===== src/rtl/des_pkg.sv =====
// Shared constants for the iterative DES key schedule: widths, FSM states,
// the per-round rotation amounts and the PC-2 selection table.
package des_pkg;
    localparam int KPW    = 56;
    localparam int RKW    = 48;
    localparam int NROUND = 16;
    localparam int HW     = KPW / 2;

    typedef enum logic [1:0] {
        IDLE = 2'd0,
        RUN  = 2'd1,
        DONE = 2'd2
    } state_e;

    // Left-rotate amount applied before encrypt round r (index r-1).
    localparam int unsigned SHIFT_TBL [NROUND] = '{
        1, 1, 2, 2, 2, 2, 2, 2, 1, 2, 2, 2, 2, 2, 2, 1
    };

    // Output bit n (1 = MSB) takes input bit PC2_TBL[n-1] (1 = MSB).
    localparam int unsigned PC2_TBL [RKW] = '{
        14, 17, 11, 24,  1,  5,  3, 28, 15,  6, 21, 10,
        23, 19, 12,  4, 26,  8, 16,  7, 27, 20, 13,  2,
        41, 52, 31, 37, 47, 55, 30, 40, 51, 45, 33, 48,
        44, 49, 39, 56, 34, 53, 46, 42, 50, 36, 29, 32
    };
endpackage


===== src/rtl/des_pc2.sv =====
// PC-2 compression permutation: pure wiring from the 56-bit {C,D} to a
// 48-bit round key.
module des_pc2
    import des_pkg::*;
(
    input  logic [KPW-1:0] cd,
    output logic [RKW-1:0] rk
);
    for (genvar i = 0; i < RKW; i++) begin : g_bit
        assign rk[RKW-1-i] = cd[KPW-PC2_TBL[i]];
    end
endmodule


===== src/rtl/des_key_sched.sv =====
// Iterative DES round-key generator: rotates C/D in place and presents one
// PC-2 subkey per handshake, in encrypt (K1..K16) or decrypt (K16..K1) order.
module des_key_sched
    import des_pkg::*;
(
    input  logic           clk,
    input  logic           rst,
    input  logic           start,
    input  logic           e,
    input  logic [KPW-1:0] kp,
    output logic [RKW-1:0] rk,
    output logic           rk_valid,
    input  logic           rk_ready,
    output logic [3:0]     rnd,
    output logic           busy,
    output logic           done
);
    state_e         state_q, state_d;
    logic [HW-1:0]  c_q, c_d, d_q, d_d;
    logic [3:0]     rnd_q, rnd_d;
    logic           e_q, e_d;
    logic [3:0]     rnd_nx;
    logic           two;

    function automatic logic [HW-1:0] rotl(input logic [HW-1:0] x, input logic by2);
        return by2 ? {x[HW-3:0], x[HW-1:HW-2]} : {x[HW-2:0], x[HW-1]};
    endfunction

    function automatic logic [HW-1:0] rotr(input logic [HW-1:0] x, input logic by2);
        return by2 ? {x[1:0], x[HW-1:2]} : {x[0], x[HW-1:1]};
    endfunction

    assign rnd_nx = rnd_q + 4'd1;
    // Shift table is symmetric, so decrypt undoes the same amount at the same index.
    assign two    = (SHIFT_TBL[rnd_nx] == 2);

    always_comb begin
        state_d = state_q;
        c_d     = c_q;
        d_d     = d_q;
        rnd_d   = rnd_q;
        e_d     = e_q;
        case (state_q)
            IDLE: begin
                if (start) begin
                    state_d = RUN;
                    e_d     = e;
                    rnd_d   = 4'd0;
                    c_d     = e ? rotl(kp[KPW-1:HW], 1'b0) : kp[KPW-1:HW];
                    d_d     = e ? rotl(kp[HW-1:0], 1'b0)   : kp[HW-1:0];
                end
            end
            RUN: begin
                if (rk_ready) begin
                    if (rnd_q == 4'd15) begin
                        state_d = DONE;
                    end else begin
                        rnd_d = rnd_nx;
                        c_d   = e_q ? rotl(c_q, two) : rotr(c_q, two);
                        d_d   = e_q ? rotl(d_q, two) : rotr(d_q, two);
                    end
                end
            end
            DONE:    state_d = IDLE;
            default: state_d = IDLE;
        endcase
    end

    always_ff @(posedge clk or posedge rst) begin
        if (rst) begin
            state_q <= IDLE;
            c_q     <= '0;
            d_q     <= '0;
            rnd_q   <= '0;
            e_q     <= 1'b0;
        end else begin
            state_q <= state_d;
            c_q     <= c_d;
            d_q     <= d_d;
            rnd_q   <= rnd_d;
            e_q     <= e_d;
        end
    end

    des_pc2 u_pc2 (
        .cd ({c_q, d_q}),
        .rk (rk)
    );

    assign rk_valid = (state_q == RUN);
    assign busy     = (state_q == RUN);
    assign done     = (state_q == DONE);
    assign rnd      = rnd_q;
endmodule


===== config.mk =====
export PLATFORM = sky130hd
export DESIGN_NAME = des_key_sched
export DESIGN_NICKNAME = d
export VERILOG_FILES = /design/src/rtl/des_pkg.sv /design/src/rtl/des_pc2.sv /design/src/rtl/des_key_sched.sv
export SDC_FILE = /design/constraint.sdc
export NUM_CORES = 1
export LEC_CHECK = 0
export CAP_MARGIN = 20
export CORE_MARGIN = 10
export CORE_UTILIZATION = 58
export CTS_BUF_LIST = sky130_fd_sc_hd__clkbuf_4
export DETAILED_ROUTE_END_ITERATION = 7
export GPL_TIMING_DRIVEN = 0
export PLACE_DENSITY_LB_ADDON = 0.05
export SYNTH_ARGS = -nofsm -noshare
export SYNTH_HDL_FRONTEND = slang
export SYNTH_SLANG_ARGS = --single-unit

===== constraint.sdc =====
create_clock -name clk -period 4.95 [get_ports clk]
set_input_delay 0.7425 -clock clk [delete_from_list [all_inputs] [get_ports clk]]
set_output_delay 0.7425 -clock clk [all_outputs]
set_load 0.05 [all_outputs]

==> qor.csv, run 1 <==
stage,metric,value,unit
cts,cts_hold_buf,0,
floorplan,die_height,118,µm
floorplan,start_util,59.7,%
synthesis,synth_warnings,0,
placed_design,io_buffer_count,114,
worst_hold_path,hp-start,state_q[1],
critical_path,required,4.21,ns
cts,clock_path_buffers,2,
pwr,powerDensity,777,nW/µm²
global_routing,use_met1,33.6,%
final_layout,mostFrequentLayoutCells,"clkdlybuf4s50_1, mux2i_1, dfrtp_1",
floorplan,row_count,35,
floorplan,num_io_pins,116,
critical_path,crit_arrival,2.98,ns
sta,tns,0,ns
placed_design,dpl.hpwl,15.0,mm
synthesis,yosys.area.top_type,dfrtp_1,
sta,period_minus_slack,3.72,ns
synthesis,syn-instance-count,659,
sta,timing.hold.ws,0.494,ns
synthesis,syn_area,5540,µm²
sta,fmax,269,MHz
cts,cts_tree,done,
cts,cts_setup_buffers,0,
sta,worst_pin_slew,1.01,ns
global_routing,top_usage_layer,met2,
critical_path,startpoint,state_q[1],
critical_path,rrSetupSlack,2.12,ns
pwr,p_leak,2.93,nW
critical_path,r2r_cells,9,
synthesis,synthArstFlopShare,100,%
sta,rsz0062_at_grt,no,
critical_path,critPathLaunchType,register,
final_layout,nets,850,
sta,setup_viol,0,
worst_hold_path,holdPathEnd,state_q[0],
run_status,status,"complete, no violations",
cts,cts.repair.resized,0,
worst_hold_path,min_path_type,register to register,
floorplan,die_area,13900,µm²
critical_path,path_class,register to primary output,
global_routing,grt_pass1_vias,6128,
global_routing,grt_pass1_wl,32.6,mm
sta,final.setup_skew,0.0222,ns
final_layout,area_growth,25.4,%
global_routing,grt_use_total,28.3,%
detailed_routing,drc,0,
synthesis,ys_seq_area_share,28.5,%
cts,clock_sinks,63,
detailed_routing,drt-vias-per-instance,6.66,
detailed_routing,avgRoutedWirePerCell,22.1,µm
detailed_routing,num_vias,6105,
global_routing,antenna_found_initial,0,
floorplan,core-area,9280,µm²
final_layout,drive_gt1_share,13.9,%
synthesis,synth_edf_count,0,
global_routing,grt_overflow,0,
pwr,power.total,0.00540,W
critical_path,r2r_end,d_q[4],
synthesis,netlist.area_leader.share,28.5,%
pwr,max-vdd-ir-drop,0.476,mV
worst_hold_path,hold_path_depth,1,
detailed_routing,firstDrtPassIters,5,
synthesis,syn_nets,724,
critical_path,endpoint_kind,primary output,
synthesis,synth-seq-cells,63,
placed_design,dp_slack,1.77,ns
cts,clkTransAtPathRegs,0.11,ns
critical_path,r2r-start,rnd[0],
synthesis,synthFlopType,dfrtp_1,
cts,htreeDepth,3,
sta,period_share,75.2,%
final_layout,n_antenna_cell,0,
cts,cts_buffers,9,
cts,clk_root_buffer_cell,clkbuf_4,
synthesis,synth.area.top_cells,"dfrtp_1, mux2i_1, buf_4, a21oi_1, o21ai_0",
cts,clock_latency,0.44,ns
critical_path,crit_fanout,11,
sta,fin_ws,1.23,ns
detailed_routing,wl,20.2,mm
detailed_routing,postRouteAntennaNets,0,
synthesis,syn-mean-instance-area,8.41,µm²
final_layout,final_common_cell,clkdlybuf4s50_1,
run,cap_viol_max_count,0,
synthesis,ys_types,53,
placed_design,gp_congestion,0.943,
global_routing,grt_max_degree,33,
sta,slew-limit-headroom,32.4,%
global_routing,met3_usage,7.63,%
detailed_routing,drtIter0Drc,800,
sta,drv_slew,0,
sta,hold_viol_final,0,
floorplan,die_w,118,µm
global_routing,global_route.usage.met2,47.2,%
-- area by class of cell --
cell class / count / area (µm²)
Clock inverter: 4 / 16.3
Tap cell: 129 / 161
Sequential cell: 63 / 1580
Timing Repair Buffer: 115 / 1160
Clock buffer: 9 / 67.6
Buffer: 117 / 708
Multi-Input combinational cell: 473 / 3230
Inverter: 6 / 22.5
Fill cell: 703 / 2340
-- registers in the layout, summed over array words and instances, names as in the netlist --
name	count
c_q	28
e_q	1
state_q	2
rnd	4
d_q	28
-- cells in the mapped netlist, types with 2 or more instances --
master,instances
nor3_1,35
inv_1,6
and3_1,2
a21boi_0,3
nor2_1,13
o211ai_1,7
a21oi_1,62
dfrtp_1,63
a22o_1,19
buf_1,4
a31oi_1,5
mux2i_1,68
o221ai_1,4
buf_2,25
buf_4,55
a21o_1,34
o22a_1,2
nand2_1,10
ha_1,4
nor2b_1,29
a2111oi_0,18
buf_6,4
o21ai_1,10
o21ai_0,51
a211oi_1,5
or2_2,2
o31ai_1,4
nand3_1,43
a211o_1,2
a221oi_1,20
clkbuf_1,28
-- kinds of logic (layout without fill, tap and decap cells) --
kind of cell,count (synthesis),after routing,share of synthesized area [%]
flops,63,63,28.5
mux,69,69,12.5
compound gates,256,256,31.2
xor+xnor,1,1,0.158
buf+inv,123,251,13.2
fa+ha+maj,4,4,0.903
simple gates,143,143,13.6
-- per-layer routing --
| layer | part of all wire, % | wire length [µm] |
|---|---|---|
| met1 | 38 | 7770 |
| met2 | 48 | 9620 |
| met3 | 10 | 2060 |
| met4 | 3.8 | 770 |
| met5 | 0 | 0 |
-- worst max-delay path: stages, from the launching register on --
cell             delay (ns)
dfrtp_1                0.43
inv_1                  0.11
nand2_1                0.11
inv_1                  0.09
clkbuf_1               0.45
clkbuf_1               0.40
buf_4                  0.18
clkdlybuf4s50_1        0.79
-- how the worst max path moves through the flow --
| stage | end | slack (ns) | cells after the start |
|---|---|---|---|
| after CTS | rk_valid | 1.31 | 7 |
| after detailed placement | rk_valid | 1.77 | 7 |
| after global routing | rk_valid | 1.09 | 7 |
| after floorplan | c_q[14] | 2.40 | 9 |
| after global placement | c_q[17] | 1.39 | 2 |
| final | rk_valid | 1.23 | 7 |
-- per-stage QoR --
step	utilization, %	cell area [µm²]	instances
floorplan	-	5540	659
global placement	73.7	6840	902
detailed placement	73.9	6860	903
CTS	74.8	6950	916
global route	74.8	6950	916
finish	74.8	6950	916
-- where the power goes --
group / switching [W] / internal [W]
Clock: 0.000199 / 0.0000894
Combinational: 0.00246 / 0.00158
Sequential: 0.000320 / 0.000748
Note: power is estimated with default switching activity, not from simulation.
==> inputs of run 2 (changes only) <==
- CORE_UTILIZATION: 58 -> 49
- clock period: 4.95 -> 3.2 ns (I/O delays scaled with it)
==> qor.csv, run 2 (same netlist as run 1, synthesis figures left out) <==
stage,metric,value,unit
run_status,status,"complete, no violations",
detailed_routing,num_vias,6022,
sta,period_minus_slack,3.09,ns
pwr,power.share.combinational,73.5,%
final_layout,mostFrequentLayoutCells,"clkdlybuf4s50_1, mux2i_1, dfrtp_1",
sta,fmax,323,MHz
pwr,power.total,0.00844,W
global_routing,grt_use_total,24.5,%
sta,rsz0062_at_grt,no,
sta,fin_ws,0.107,ns
global_routing,grt_pass1_vias,5918,
critical_path,r2r-start,rnd[0],
floorplan,die_height,126,µm
final_layout,register_area,1580,µm²
sta,setup_viol,0,
cts,htreeDepth,3,
critical_path,crit_fanout,10,
pwr,power.internal,0.00386,W
final_layout,area_growth,26.2,%
detailed_routing,drc,0,
detailed_routing,drt-vias-per-instance,6.49,
final_layout,final_common_cell,clkdlybuf4s50_1,
global_routing,grt_overflow,0,
pwr,max-vdd-ir-drop,0.731,mV
detailed_routing,drtIter0Drc,830,
final_layout,nets,848,
critical_path,crit_path_end,done,
floorplan,core-area,10900,µm²
critical_path,critPathLaunchType,register,
sta,period_share,96.6,%
pwr,pwr-share-clk,6.9,%
critical_path,startpoint,state_q[0],
detailed_routing,avgRoutedWirePerCell,22.0,µm
critical_path,crit_chain,clkbuf_1 > buf_1 > nor2_1 > clkdlybuf4s50_1,
placed_design,io_buffer_count,114,
pwr,power.switching,0.00459,W
critical_path,max_stage_delay,0.72,ns
critical_path,crit_arrival,2.61,ns
floorplan,start_util,50.7,%
pwr,powerDensity,1210,nW/µm²
floorplan,die_area,16000,µm²
critical_path,rrSetupSlack,0.39,ns
global_routing,met3_usage,6.33,%
sta,hold_viol_final,0,
sta,worst_pin_slew,0.958,ns
critical_path,cp_slowest_cell,clkdlybuf4s50_1,
critical_path,r2r_end,d_q[4],
sta,drv_slew,0,
cts,clock_path_buffers,2,
placed_design,dp_slack,0.273,ns
floorplan,num_io_pins,116,
worst_hold_path,min_path_type,register to register,
cts,cts_tree,done,
global_routing,antenna_found_initial,0,
final_layout,fill_cells,1015,
cts,clock_sinks,63,
global_routing,use_met1,31.1,%
floorplan,row_count,38,
cts,clkTransAtPathRegs,0.12,ns
detailed_routing,postRouteAntennaNets,0,
cts,clock_latency,0.45,ns
pwr,swShare,54.3,%
cts,cts_setup_buffers,0,
final_layout,drive_gt1_share,14.3,%
critical_path,r2r_cells,9,
sta,slew-limit-headroom,36.2,%
placed_design,dpl.hpwl,15.1,mm
placed_design,gp_congestion,0.967,
global_routing,global_route.usage.met2,39.0,%
critical_path,path_class,register to primary output,
global_routing,grt_max_degree,64,
final_layout,multi_input_area,3230,µm²
global_routing,grt_pass1_wl,32.1,mm
global_routing,top_usage_layer,met2,
cts,clk_root_buffer_cell,clkbuf_4,
pwr,seq_power_share,19.5,%
detailed_routing,wl,20.4,mm
critical_path,endpoint_kind,primary output,
run,cap_viol_max_count,0,
sta,final.setup_skew,0.0153,ns
cts,cts_buffers,9,
floorplan,die_w,126,µm
detailed_routing,firstDrtPassIters,6,
critical_path,required,2.72,ns
final_layout,n_antenna_cell,0,
pwr,p_leak,2.94,nW
-- run 2: critical path, delay by kind of cell, from the launching register on --
family,cells,cell delay (ns)
and+or+nand+nor,1,0.10
DFF,1,0.45
buffers and inverters,3,1.61
-- run 2: worst min path at each step --
stage	start	endpoint	slack (ns)	cells after the start
finish	state_q[1]	state_q[0]	0.49	1
CTS	state_q[1]	state_q[0]	0.49	1
global route	state_q[1]	state_q[0]	0.51	1
floorplan	state_q[1]	state_q[0]	0.44	1
detailed placement	state_q[1]	state_q[0]	0.48	1
global placement	state_q[1]	state_q[0]	0.46	1
-- run 2: what timing repair did --
item | 4_1_cts | 5_1_grt
hold endpoints to repair | 0 | 0
gates resized for setup | 1 | 1
setup endpoints to repair | 2 | 1
cloned | 0 | 0
hold buffers | 0 | 0
pin swaps | 0 | 0
-- run 2: area by class of cell --
class	count	area share, %
multi-input combinational	473	46.2
sequential	63	22.5
timing repair buffer	114	16.3
buffer	116	10.1
tap	140	2.50
clock buffer	12	1.29
clock inverter	4	0.662
inverter	6	0.358
-- run 2: metrics by stage --
stage | cells | utilization (%) | cell area (µm²) | setup TNS [ns] | hold WS [ns]
floorplan | 659 | - | 5540 | 0 | 0.439
global placement | 913 | 62.7 | 6860 | -13.79 | 0.463
detailed placement | 913 | 62.7 | 6860 | 0 | 0.484
CTS | 928 | 63.9 | 6990 | 0 | 0.486
global route | 928 | 63.9 | 6990 | 0 | 0.513
finish | 928 | 63.9 | 6990 | 0 | 0.490
-- run 2: per-layer routing --
layer / vias up / share of wire [%]
li1: 2693 / -
met1: 2839 / 40
met2: 415 / 46
met3: 75 / 10
met4: 0 / 3.4
met5: - / 0
-- run 2: power groups by stage --
stage | Clock, W | Combinational, W | Sequential, W
after floorplan | 0 | 0.00444 | 0.00153
after detailed placement | 0 | 0.00611 | 0.00164
after CTS | 0.000580 | 0.00611 | 0.00162
after global routing | 0.000627 | 0.00660 | 0.00169
after global placement | 0 | 0.00602 | 0.00163
final | 0.000584 | 0.00621 | 0.00165
==> variant 1, RTL diff (settings of run 2) <==
`KPW`: 56 -> 84.
--- a/src/rtl/des_pkg.sv
+++ b/src/rtl/des_pkg.sv
@@ -1,7 +1,7 @@
 // Shared constants for the iterative DES key schedule: widths, FSM states,
 // the per-round rotation amounts and the PC-2 selection table.
 package des_pkg;
-    localparam int KPW    = 56;
+    localparam int KPW    = 84;
     localparam int RKW    = 48;
     localparam int NROUND = 16;
     localparam int HW     = KPW / 2;
Ports: changed (resized kp); port bits go from 116 to 144. The function was not compared with the original's and may differ.
==> variant 1 against run 2 <==
  * Wire length rose by 60%
  * Sequential cell count rose by 28
  * Power rose by 29%
  * Critical path depth rose by 6
  * Setup slack improved by 0.052 ns
  * Cell count rose by 34%
  * Clock skew fell by 0.0018 ns
  * Die area rose by 33%
  * Synthesized area rose by 40%
  * Critical endpoint is now d_q[15]
  * Maximum frequency rose by 1.7%
  * Synthesized cell count rose by 33%
  * Final area rose by 38%
==> variant 1: results <==
{
  "cts.reportedPaths.clkPinSlew_ns": 0.15,
  "critPathLaunchType": "register",
  "highest_layer": "met4",
  "nFillCells": 1400,
  "dr_wl_met2_um": 14000,
  "use_met1": 0.400,
  "met1_length_um": 13600,
  "reg2reg_depth": 10,
  "synth_ff_type": "dfrtp_1",
  "syn-num-nets": 971,
  "synth_commonest_cells": "a21oi_1 (126), dfrtp_1 (91), mux2i_1 (90), a211oi_1 (76), buf_4 (52)",
  "synthTopCellsByArea": "dfrtp_1 (29%), mux2i_1 (12%), a21oi_1 (8.2%)",
  "wl_met3_um": 3970,
  "fin_nets": 1125,
  "grt_max_degree": 50,
  "gr-usage-all-layers": 0.294,
  "vdd_drop_max_mv": 0.679,
  "outcome": "finished clean",
  "wirelength_um": 32800,
  "seqCellArea_um2": 2280,
  "dpl-instance-area_um2": 9460,
  "post_cts_buffers": 0,
  "hp-class": "primary input to async pin",
  "crit_family": "compound AO/OA/AOI/OAI gates",
  "dp_hpwl_um": 23800,
  "clock_latency_ns": 0.50,
  "grt_pass1_wl_um": 49300,
  "synth_cell_types": 62,
  "arrival_ns": 3.46,
  "drt_iter0_drc": 1112,
  "drive_above_1_share": 0.153,
  "port_buffers": 143,
  "dpl_worst_slack_ns": 0.0100,
  "use_met2": 0.423,
  "p_leak_nw": 3.88,
  "dr_total_vias": 8390,
  "slowest_delay_ns": 0.53,
  "synthCells": 878,
  "cts-root-buf": "clkbuf_4",
  "worst_pin_slew_ns": 1.18,
  "h-tree-depth": 3,
  "yosysSeqAreaShare": 0.294,
  "grtUsageMet3": 0.0869,
  "routabilityCongestion": 0.998,
  "numCtsBuffers": 9,
  "cpMaxStageDelayCell": "dfrtp_1",
  "first_global_vias": 8094,
  "avgViaCountPerCell": 6.73,
  "dp.cells": 1233,
  "antenna_found_initial": 1,
  "finClkSkew_ns": 0.0135
}
==> variant 1: cell count changes in the layout (fill, tap and decap cells not counted), sizes merged, moves of 27 or more <==
cell | before | now
a211oi | 6 | 76
a21boi | 3 | 30
a21o | 34 | 1
a21oi | 63 | 127
clkdlybuf4s50 | 112 | 143
dfrtp | 63 | 91
nor2b | 29 | 2
o21ai | 61 | 29
==> variant 1: final cells by class <==
class / instances / share of cell area
multi-input combinational: 640 / 0.488
sequential: 91 / 0.236
inverter: 16 / 0.00662
timing repair buffer: 144 / 0.151
clock buffer: 10 / 0.00779
buffer: 130 / 0.0775
antenna: 1 / 0.000260
clock inverter: 4 / 0.00454
tap: 211 / 0.0274
==> variant 1: path summary, 6_finish.rpt <==
path                          start    endpoint  slack, ns
min in group clk           rk_ready  state_q[0]       0.56
max in group asynchronous       rst      rnd[3]       2.12
setup reg to reg             rnd[0]     d_q[15]       0.16
hold / removal                  rst     c_q[35]       0.38
hold reg to reg             d_q[38]     d_q[38]       0.59
setup / recovery             rnd[0]     d_q[15]       0.16
==> variant 1: repair_timing <==
item | in CTS | in global routing
pin swaps | 0 | 0
hold buffers | 0 | 0
setup endpoints to repair | 2 | 61
resized for setup | 1 | 35
endpoints found under the hold margin | 0 | 0
==> variant 1: cells by family (layout without fill, tap and decap cells) <==
logic type / Yosys count / after routing / share of synthesized area
adders and majority gates: 4 / 4 / 0.00647
AOI/OAI and AO/OA: 341 / 341 / 0.299
muxes: 118 / 118 / 0.185
other: 0 / 1 / 0
and+or+nand+nor: 177 / 177 / 0.113
buffers and inverters: 147 / 304 / 0.102
DFF: 91 / 91 / 0.294
==> variant 1: power breakdown <==
part,switching [mW],internal [mW],total (mW),leakage [nW]
Sequential,0.867,1.70,2.57,1.10
Clock,0.445,0.234,0.679,0.0695
Combinational,4.66,2.96,7.62,2.71
==> variant 2, RTL diff (flow settings as in run 2) <==
Made on the original files. `d_q` no longer has a reset.
--- a/src/rtl/des_key_sched.sv
+++ b/src/rtl/des_key_sched.sv
@@ -70,16 +70,18 @@
         if (rst) begin
             state_q <= IDLE;
             c_q     <= '0;
-            d_q     <= '0;
             rnd_q   <= '0;
             e_q     <= 1'b0;
         end else begin
             state_q <= state_d;
             c_q     <= c_d;
-            d_q     <= d_d;
             rnd_q   <= rnd_d;
             e_q     <= e_d;
         end
+    end
+
+    always_ff @(posedge clk) begin
+        d_q <= d_d;
     end
 
     des_pc2 u_pc2 (
Formal check against the unedited RTL: not equivalent (a bounded check fails within 4 cycles, from zero or initial values and one cycle with rst high).
==> variant 2 against run 2 <==
  * Wire length down 9.0%
  * Non-clock buffer count decreased by 12
  * Setup slack better by 0.12 ns
  * First-iteration DRC count fell by 11%
  * Via count fell by 7.9%
  * Register-to-register slack got worse by 0.12 ns
  * Synthesized area rose by 1.0%
  * Final area grew 1.6%
  * Count of clock-buffer cells in the layout unchanged
  * Sequential cell count unchanged
  * Critical path type unchanged
  * Power up 3.4%
  * Utilization up 0.45 points
==> variant 2: results <==
{
  "synth_compound_area_frac": 0.240,
  "cp_max_fo": 14,
  "dr_wl_met2_um": 8480,
  "hp-class": "primary input to async pin",
  "outcome": "finished clean",
  "vdd_drop_max_mv": 0.648,
  "drive_above_1_share": 0.190,
  "wl_per_cell_um": 21.0,
  "synthCells": 617,
  "drt_iter0_drc": 739,
  "synth_commonest_cells": "nor3_1 (84), buf_4 (52), nor2_1 (51), a21oi_1 (42), clkbuf_1 (40)",
  "async_flop_share": 0.556,
  "clock_latency_ns": 0.44,
  "netSwitchingPower_mw": 4.54,
  "met1_length_um": 8130,
  "h-tree-depth": 3,
  "synth_xor_area_frac": 0.00291,
  "synth_ff_type": "dfrtp_1",
  "routabilityCongestion": 0.944,
  "yosysSeqAreaShare": 0.307,
  "slowest_delay_ns": 0.52,
  "synth_edf_count": 28,
  "comb-power_mw": 6.22,
  "synth_fa_ha_area_frac": 0.00894,
  "syn-num-nets": 682,
  "p_seq_frac": 0.210,
  "grt_pass1_wl_um": 29800,
  "use_met1": 0.286,
  "cts_resized": 3,
  "fin_nets": 807,
  "cpMaxStageDelayCell": "dlygate4sd2_1",
  "antenna_found_initial": 0,
  "grtUsageMet3": 0.0529,
  "dp_hpwl_um": 13900,
  "arrival_ns": 2.49,
  "slew_headroom": 0.368,
  "dr_total_vias": 5547,
  "grt_max_degree": 36,
  "synth_cell_types": 37,
  "synthTopCellsByArea": "dfrtp_1 (16%), edfxtp_1 (15%), o41ai_2 (7.8%)",
  "first_global_vias": 5697,
  "wl_met3_um": 1640,
  "wirelength_um": 18600,
  "gr-usage-all-layers": 0.222,
  "p_leak_nw": 2.74,
  "combPwrFrac": 0.713,
  "synthMuxAreaShare": 0.145,
  "dp.cells": 871,
  "finClkSkew_ns": 0.0240,
  "use_met2": 0.358,
  "dpl-instance-area_um2": 6910,
  "dpl_worst_slack_ns": -0.158
}
## variant 2: cell families after synthesis
logic type      after synthesis
compound gates              156
xor+xnor                      1
buf+inv                     109
flops                        63
mux                          74
simple gates                210
fa+ha+maj                     4
## variant 2: area by class of cell
| cell class | count | area (µm²) |
|---|---|---|
| clock buffers | 12 | 90.1 |
| flip-flops and latches | 63 | 1720 |
| multi-input cells | 445 | 3230 |
| repair buffers | 115 | 1170 |
| plain buffers | 103 | 631 |
| inverters | 5 | 22.5 |
| clock inverters | 4 | 70.1 |
| well taps | 140 | 175 |
| fillers | 982 | 3930 |
## variant 2: path summary, 6_finish.rpt
path	cells past startpoint	endpoint	slack, ns	from
setup / recovery	5	rk_valid	0.23	state_q[1]
hold / removal	2	c_q[26]	0.51	rst
setup reg to reg	6	d_q[15]	0.27	rnd[1]
hold reg to reg	2	c_q[3]	0.60	c_q[3]
max in group asynchronous	2	rnd[2]	2.14	rst
min in group clk	2	c_q[3]	0.60	c_q[3]
